File: config.mk
export PLATFORM = sky130hd
export DESIGN_NAME = wb_gain
export DESIGN_NICKNAME = d
export VERILOG_FILES = /design/src/rtl/wb_gain.sv
export SDC_FILE = /design/constraint.sdc
export NUM_CORES = 1
export LEC_CHECK = 0
export ABC_AREA = 1
export CAP_MARGIN = 5
export CORE_UTILIZATION = 44
export CTS_CLUSTER_SIZE = 25
export DETAILED_ROUTE_END_ITERATION = 8
export MAX_ROUTING_LAYER = met4
export PLACE_DENSITY = 0.65
export SLEW_MARGIN = 10
export SYNTH_ARGS = -nofsm -noshare
export SYNTH_HDL_FRONTEND = slang
export SYNTH_SLANG_ARGS = --single-unit
File: constraint.sdc
create_clock -name clk -period 5.08 [get_ports clk]
set_input_delay 0.508 -clock clk [delete_from_list [all_inputs] [get_ports clk]]
set_output_delay 0.508 -clock clk [all_outputs]
set_load 0.02 [all_outputs]
File: src/rtl/wb_gain.sv
// rtl/wb_gain.sv - per-channel black-level subtract, Q2.8 gain, round and saturate
// Shadowed config registers swap into the active set on frame_start.
module wb_gain #(
  parameter int DW       = 12,
  parameter int GW       = 10,
  parameter int GAIN_RST = 256
) (
  input  logic          clk,
  input  logic          rst,
  input  logic          cfg_we,
  input  logic [1:0]    cfg_addr,
  input  logic [15:0]   cfg_wdata,
  output logic          cfg_pending,
  input  logic          frame_start,
  input  logic          inpvalid,
  input  logic [DW-1:0] din0,
  input  logic [DW-1:0] din1,
  input  logic [DW-1:0] din2,
  output logic          outvalid,
  output logic [DW-1:0] dout0,
  output logic [DW-1:0] dout1,
  output logic [DW-1:0] dout2
);

  localparam int PW = DW + GW;
  localparam int RW = PW - 7;

  logic [GW-1:0] gain_sh_q  [3];
  logic [GW-1:0] gain_sh_d  [3];
  logic [GW-1:0] gain_act_q [3];
  logic [GW-1:0] gain_act_d [3];
  logic [DW-1:0] black_sh_q, black_sh_d;
  logic [DW-1:0] black_act_q, black_act_d;
  logic          pending_q, pending_d;

  logic          v1_q, v1_d;
  logic [DW-1:0] x_q  [3];
  logic [DW-1:0] x_d  [3];
  logic [GW-1:0] g1_q [3];
  logic [GW-1:0] g1_d [3];
  logic          v2_q, v2_d;
  logic [PW-1:0] p_q  [3];
  logic [PW-1:0] p_d  [3];
  logic          v3_q, v3_d;
  logic [DW-1:0] dout_q [3];
  logic [DW-1:0] dout_d [3];

  logic [DW-1:0] din_w [3];
  logic [RW-1:0] r_w   [3];
  logic          unused_wdata;

  assign din_w[0] = din0;
  assign din_w[1] = din1;
  assign din_w[2] = din2;
  assign unused_wdata = &{1'b0, cfg_wdata[15:DW]};

  always_comb begin
    gain_sh_d   = gain_sh_q;
    gain_act_d  = gain_act_q;
    black_sh_d  = black_sh_q;
    black_act_d = black_act_q;
    pending_d   = pending_q;
    v1_d        = inpvalid;
    x_d         = x_q;
    g1_d        = g1_q;
    v2_d        = v1_q;
    p_d         = p_q;
    v3_d        = v2_q;
    dout_d      = dout_q;
    for (int i = 0; i < 3; i++) r_w[i] = '0;

    // Active set copies the pre-write shadow so a same-cycle write stays pending.
    if (frame_start) begin
      gain_act_d  = gain_sh_q;
      black_act_d = black_sh_q;
      pending_d   = 1'b0;
    end
    if (cfg_we) begin
      pending_d = 1'b1;
      if (cfg_addr == 2'd3) black_sh_d = cfg_wdata[DW-1:0];
      else                  gain_sh_d[cfg_addr] = cfg_wdata[GW-1:0];
    end

    for (int i = 0; i < 3; i++) begin
      // Gain travels with the pixel so a frame_start cycle pixel keeps the old set.
      if (inpvalid) begin
        x_d[i]  = (din_w[i] > black_act_q) ? din_w[i] - black_act_q : '0;
        g1_d[i] = gain_act_q[i];
      end
      if (v1_q) p_d[i] = PW'(x_q[i]) * PW'(g1_q[i]);
      r_w[i] = RW'(({1'b0, p_q[i]} + (PW+1)'(128)) >> 8);
      if (v2_q) dout_d[i] = (|r_w[i][RW-1:DW]) ? {DW{1'b1}} : r_w[i][DW-1:0];
    end
  end

  always_ff @(posedge clk) begin
    if (rst) begin
      for (int i = 0; i < 3; i++) begin
        gain_sh_q[i]  <= GW'(GAIN_RST);
        gain_act_q[i] <= GW'(GAIN_RST);
        x_q[i]        <= '0;
        g1_q[i]       <= '0;
        p_q[i]        <= '0;
        dout_q[i]     <= '0;
      end
      black_sh_q  <= '0;
      black_act_q <= '0;
      pending_q   <= 1'b0;
      v1_q        <= 1'b0;
      v2_q        <= 1'b0;
      v3_q        <= 1'b0;
    end else begin
      gain_sh_q   <= gain_sh_d;
      gain_act_q  <= gain_act_d;
      black_sh_q  <= black_sh_d;
      black_act_q <= black_act_d;
      pending_q   <= pending_d;
      v1_q        <= v1_d;
      x_q         <= x_d;
      g1_q        <= g1_d;
      v2_q        <= v2_d;
      p_q         <= p_d;
      v3_q        <= v3_d;
      dout_q      <= dout_d;
    end
  end

  assign cfg_pending = pending_q;
  assign outvalid    = v3_q;
  assign dout0       = dout_q[0];
  assign dout1       = dout_q[1];
  assign dout2       = dout_q[2];

endmodule

==> impl_metrics.tcl, run 1 <==
set metrics [dict create \
    status "finished clean" \
    antenna_cells 0 \
    synth_top_area_share_pct 20.2 \
    hp-start "rst" \
    detail-route-antenna-nets 0 \
    clk_pin_slew_worst_paths_ns 0.06 \
    rows 83 \
    peakVddDrop_mv 0.244 \
    clock_path_buffers 3 \
    crit_path_start_kind "register" \
    finalHoldViolations 0 \
    rr_worst_depth 21 \
    setup_viol 0 \
    via_per_inst 4.96 \
    wire_per_inst_um 14.4 \
    worstPathMaxFanout 10 \
    final_area_um2 25900 \
    postRouteWirelength_mm 58.3 \
    max_slew_margin_pct 31.3 \
    clock_sinks 235 \
    r2r-start "g1_q[11]$_SDFFE_PP0P_" \
    yosysMostFrequentCell "nand2_1" \
    synth_area_leaders "dfxtp_1 20%, fa_1 20%, nand2_1 12%" \
    die_y_um 232 \
    finalCritPeriodShare_pct 93.2 \
    startpoint "g1_q[11]$_SDFFE_PP0P_" \
    ys_seq_area_share_pct 20.2 \
    ys_types 44 \
    insertion_delay_ns 0.56 \
    fmax_ghz 0.211 \
    power_density_nw_per_um2 207 \
    start_util_pct 44.9 \
    min-delay-path-class "in -> reg" \
    htree_levels 1 \
    core_area_um2 51800 \
    nets 3839 \
    die_x_um 232 \
    yosysTopAreaCell "dfxtp_1" \
    drive_above_1_share_pct 5.27 \
    dr.pass1.iters 8 \
    cp_data_required_time_ns 5.53 \
    grt_pass1_vias 20012 \
    endpoint_kind "register" \
    yosys_warnings 0 \
    post_dp_cell_area_um2 25000 \
    synth_edf_count 0 \
    avgSynthCellArea_um2 7.07 \
    arrival_ns 5.19 \
    slew_violations 0 \
    antenna_found_initial 0 \
    grt_usage_pct 23.2 \
    area_growth_pct 11.3 \
    drv_cap 0 \
    reg2reg_to "p_q[37]$_SDFFE_PP0P_" \
    fin_setup_tns_ns 0 \
    ios 97 \
    die_area_um2 53800 \
    criticalPathCategory "reg -> reg" \
    finClkSkew_ns 0.0168 \
    place_congestion 0.938 \
    grt_max_degree 110 \
    worstMarginPinSlew_ns 1.02 \
    total_power_mw 5.37 \
    drc 0 \
    holdBufCountCts 0 \
    crit_end "p_q[37]$_SDFFE_PP0P_" \
    num_vias 20043 \
    grt_pass1_wl_mm 99.2 \
    synth_nets 3788 \
    synth_common_cells "755 x nand2_1, 664 x inv_1, 316 x nor2_1, 235 x dfxtp_1, 234 x fa_1" \
    min_period_ns 4.73 \
    synth_top_flop_cell "dfxtp_1" \
    overflow 0 \
    port_buffers 92 \
    ys_ff_latch 235 \
    cts_root_buffer "clkbuf_16" \
    async_reset_ff_share_pct 0 \
    cts_tree "yes" \
    leakage_nw 14.4 \
    ff2ff_setup_slack_ns 0.35 \
    cts_made_buffers 27 \
    syn_area_um2 23300 \
    dpl.hpwl_mm 45.9 \
    synthCells 3291 \
    rsz0062_at_grt "no" \
    first_iter_violations 1346 \
]
-- registers in the layout, indices dropped and copies added, names as in the netlist --
signal / cells
v2_q: 1
black_sh_q: 12
dout2: 12
dout1: 12
p_q: 45
black_act_q: 12
gain_act_q: 30
g1_q: 30
outvalid: 1
gain_sh_q: 30
dout0: 12
v1_q: 1
x_q: 36
cfg_pending: 1
-- routing by layer --
metal / share of wire [%] / vias to the layer above / global-route usage, %
li1: - / 10140 / -
met1: 47 / 9415 / 30.7
met2: 46 / 413 / 38.0
met3: 4.8 / 75 / 2.62
met4: 2.4 / 0 / 5.41
met5: 0 / - / -
-- power by group --
group	switching, mW	internal (mW)	total, mW	leakage (nW)
clock	0.789	1.11	1.90	0.415
sequential	0.156	1.97	2.12	1.94
combinational	0.829	0.517	1.35	12.0
-- logic make-up after synthesis --
group,count (synthesis),share of synthesized area (%)
fa+ha+maj,438,31.1
flops,235,20.2
compound gates,448,10.2
xor+xnor,69,2.60
simple gates,1293,22.6
buf+inv,808,13.2
-- worst min path at each step --
stage | end | cells past startpoint
floorplan | gain_sh_q[18]$_SDFFE_PP1P_ | 2
global placement | gain_sh_q[8]$_SDFFE_PP1P_ | 2
detailed placement | gain_sh_q[8]$_SDFFE_PP1P_ | 2
CTS | outvalid$_SDFF_PP0_ | 2
global route | v2_q$_SDFF_PP0_ | 2
finish | outvalid$_SDFF_PP0_ | 2
-- cells in the final DEF, fill, tap and decap left out, types with 7 or more instances in the layout --
| cell | n |
|---|---|
| xnor2_1 | 20 |
| xor2_1 | 49 |
| clkdlybuf4s50_1 | 90 |
| dfxtp_2 | 29 |
| a21oi_1 | 196 |
| nor2_2 | 7 |
| dfxtp_1 | 205 |
| a21o_1 | 10 |
| fa_1 | 234 |
| inv_1 | 663 |
| nor3_1 | 33 |
| nand2_1 | 754 |
| nand4_1 | 16 |
| o21bai_1 | 22 |
| a31oi_1 | 8 |
| nor2_1 | 316 |
| buf_4 | 70 |
| o21a_1 | 7 |
| o21ai_0 | 188 |
| clkbuf_16 | 27 |
| nand3_2 | 9 |
| nand3_1 | 132 |
| ha_1 | 204 |
| a21boi_0 | 9 |
-- final cells by class --
type	count	area, um2
fill	5242	25900
inverter	668	2510
sequential	235	4740
clock inverter	7	82.6
multi-input combinational	2248	15500
tap	680	851
clock buffer	39	781
timing repair buffer	162	1440
-- critical path, stage by stage, from the launching register on --
cell,delay [ns]
dfxtp_2,0.45
nand2_1,0.11
fa_1,0.54
inv_1,0.05
fa_1,0.50
inv_1,0.05
fa_1,0.52
inv_1,0.05
fa_1,0.48
inv_1,0.05
fa_1,0.48
inv_1,0.04
ha_1,0.35
nand2_1,0.11
nor2_1,0.14
nand3_1,0.10
nand3_1,0.18
nand2_1,0.09
nand3_1,0.07
nand2_1,0.05
o21ai_0,0.16
inv_1,0.05
-- timing repair --
action	4_1_cts	5_1_grt
endpoints found under the setup margin	0	23
gates resized for setup	0	33
buffers inserted	0	0
-- metrics by stage --
stage | setup WS [ns] | instances | hold WS (ns) | utilization, %
floorplan | 0.394 | 3291 | 0.429 | -
global placement | 0.231 | 3993 | 0.439 | 48.2
finish | 0.346 | 4039 | 0.423 | 50.0
CTS | 0.194 | 4039 | 0.402 | 49.9
detailed placement | 0.242 | 3993 | 0.444 | 48.2
global route | 0.00595 | 4039 | 0.431 | 50.0
Power figures use the tool's default switching activity.
==> run 2: changes to the inputs <==
- CORE_ASPECT_RATIO: not set -> 0.75
==> run 2 against run 1 <==
  * Via count grew 0.26%
  * Combinational power about the same
  * Cell area up 0.57%
  * Core utilization up 0.22 points
  * Die area barely moved
==> impl_metrics.tcl, run 2 (synthesis results as in run 1) <==
set metrics [dict create \
    postRouteWirelength_mm 59.7 \
    die_x_um 268 \
    reg2reg_to "p_q[63]$_SDFFE_PP0P_" \
    startpoint "g1_q[23]$_SDFFE_PP0P_" \
    drive_above_1_share_pct 5.28 \
    nFillCells 5300 \
    worstPathMaxFanout 9 \
    die_area_um2 53800 \
    cp_data_required_time_ns 5.53 \
    port_buffers 92 \
    insertion_delay_ns 0.58 \
    multi_input_area_um2 15500 \
    finalCritPeriodShare_pct 94.8 \
    htree_levels 1 \
    regMostFlops "p_q" \
    wire_per_inst_um 14.7 \
    start_util_pct 44.9 \
    place_congestion 0.899 \
    top_regs "p_q x45, x_q x36" \
    fmax_ghz 0.208 \
    dr.pass1.iters 7 \
    hp-start "black_sh_q[5]$_SDFFE_PP0P_" \
    core_area_um2 51900 \
    fin_cells 4073 \
    drc 0 \
    num_vias 20095 \
    arrival_ns 5.26 \
    grt_usage_pct 23.7 \
    hold_end "black_sh_q[5]$_SDFFE_PP0P_" \
    cts_tree "yes" \
    leakage_nw 14.5 \
    detail-route-antenna-nets 0 \
    cts.repair.resized 0 \
    die_y_um 201 \
    rsz0062_at_grt "no" \
    slew_violations 0 \
    clk_pin_slew_worst_paths_ns 0.06 \
    r2r-start "g1_q[23]$_SDFFE_PP0P_" \
    area_growth_pct 11.9 \
    hold_depth 2 \
    holdBufCountCts 0 \
    ff2ff_setup_slack_ns 0.27 \
    nets 3846 \
    placedCellCount 4024 \
    ios 97 \
    cts_made_buffers 26 \
    finClkSkew_ns 0.0267 \
    regArea_um2 4730 \
    setup_viol 0 \
    cts_root_buffer "clkbuf_16" \
    dpl.hpwl_mm 47.8 \
    fin_setup_tns_ns 0 \
    status "finished clean" \
    min-delay-path-class "reg -> reg" \
    grt_max_degree 122 \
    crit_path_start_kind "register" \
    final_area_um2 26100 \
    endpoint_kind "register" \
    worstMarginPinSlew_ns 1.14 \
    power_density_nw_per_um2 213 \
    grt_pass1_wl_mm 101 \
    rows 72 \
    total_power_mw 5.56 \
    via_per_inst 4.93 \
    clock_sinks 235 \
    final_cell_mix "755 x nand2_1, 663 x inv_1, 316 x nor2_1" \
    largest_register_ff_count 45 \
    rr_worst_depth 21 \
    post_cts_buffers 0 \
    finalHoldViolations 0 \
    postLayoutCoreUtil_pct 50.2 \
    peakVddDrop_mv 0.283 \
    min_period_ns 4.81 \
    drv_cap 0 \
    grt_pass1_vias 19593 \
    overflow 0 \
    first_iter_violations 1390 \
    criticalPathCategory "reg -> reg" \
    clock_path_buffers 3 \
    max_slew_margin_pct 23.8 \
    mostFrequentLayoutCell "nand2_1" \
    post_dp_cell_area_um2 25100 \
    antenna_found_initial 1 \
]
[run 2: changes by cell type in the layout (fill, tap and decap cells not counted), moves of 3 or more]
cell	change
dfxtp_1	+10
dfxtp_2	-9
buf_4	+8
clkinv_4	+5
bufinv_16	+3
clkbuf_1	-3
[run 2: power by group]
part	leakage [nW]	switching, mW	internal [mW]	total, mW
combinational	12.1	0.843	0.528	1.37
clock	0.458	0.849	1.22	2.07
sequential	1.94	0.152	1.97	2.12
total	14.5	1.84	3.71	5.56
[run 2: how the worst max path moves through the flow]
stage                     slack (ns)  cells after the start              endpoint
final                           0.27                     21  p_q[63]$_SDFFE_PP0P_
after detailed placement        0.21                     21  p_q[63]$_SDFFE_PP0P_
after global placement          0.28                     20  p_q[43]$_SDFFE_PP0P_
after floorplan                 0.39                     20  p_q[43]$_SDFFE_PP0P_
after CTS                       0.18                     21  p_q[63]$_SDFFE_PP0P_
after global routing           0.004                     19  p_q[19]$_SDFFE_PP0P_
[run 2: layout make-up]
type / instances / share of cell area (%)
clock inverter: 15 / 0.864
inverter: 668 / 9.63
clock buffer: 33 / 2.75
multi-input combinational: 2248 / 59.5
timing repair buffer: 170 / 5.74
antenna: 1 / 0.00960
sequential: 235 / 18.2
tap: 703 / 3.38
[run 2: routing by layer]
layer	global-route usage [%]	up-vias	wire length, um
met1	35.0	9372	30600
li1	-	10176	-
met4	4.04	0	905
met3	3.28	59	3660
met5	-	-	0
met2	34.5	488	24600
[run 2: critical path: stages, from the launching register on]
cell and delay (ns):
dfxtp_1 0.54, nand2_1 0.12, fa_1 0.50, inv_1 0.06, fa_1 0.50, inv_1 0.05
fa_1 0.53, inv_1 0.05, fa_1 0.47, inv_1 0.05, fa_1 0.47, inv_1 0.04
ha_1 0.34, nand2_1 0.11, nor2_1 0.14, nand3_1 0.10, nand3_1 0.17, nand2_1 0.10
nand3_1 0.08, nand2_1 0.05, o21ai_0 0.18, inv_1 0.05
[run 2: through the flow]
step | setup slack (ns) | hold WS, ns
floorplan | 0.394 | 0.429
global placement | 0.278 | 0.441
detailed placement | 0.213 | 0.447
CTS | 0.179 | 0.457
global route | 0.00384 | 0.479
finish | 0.266 | 0.455
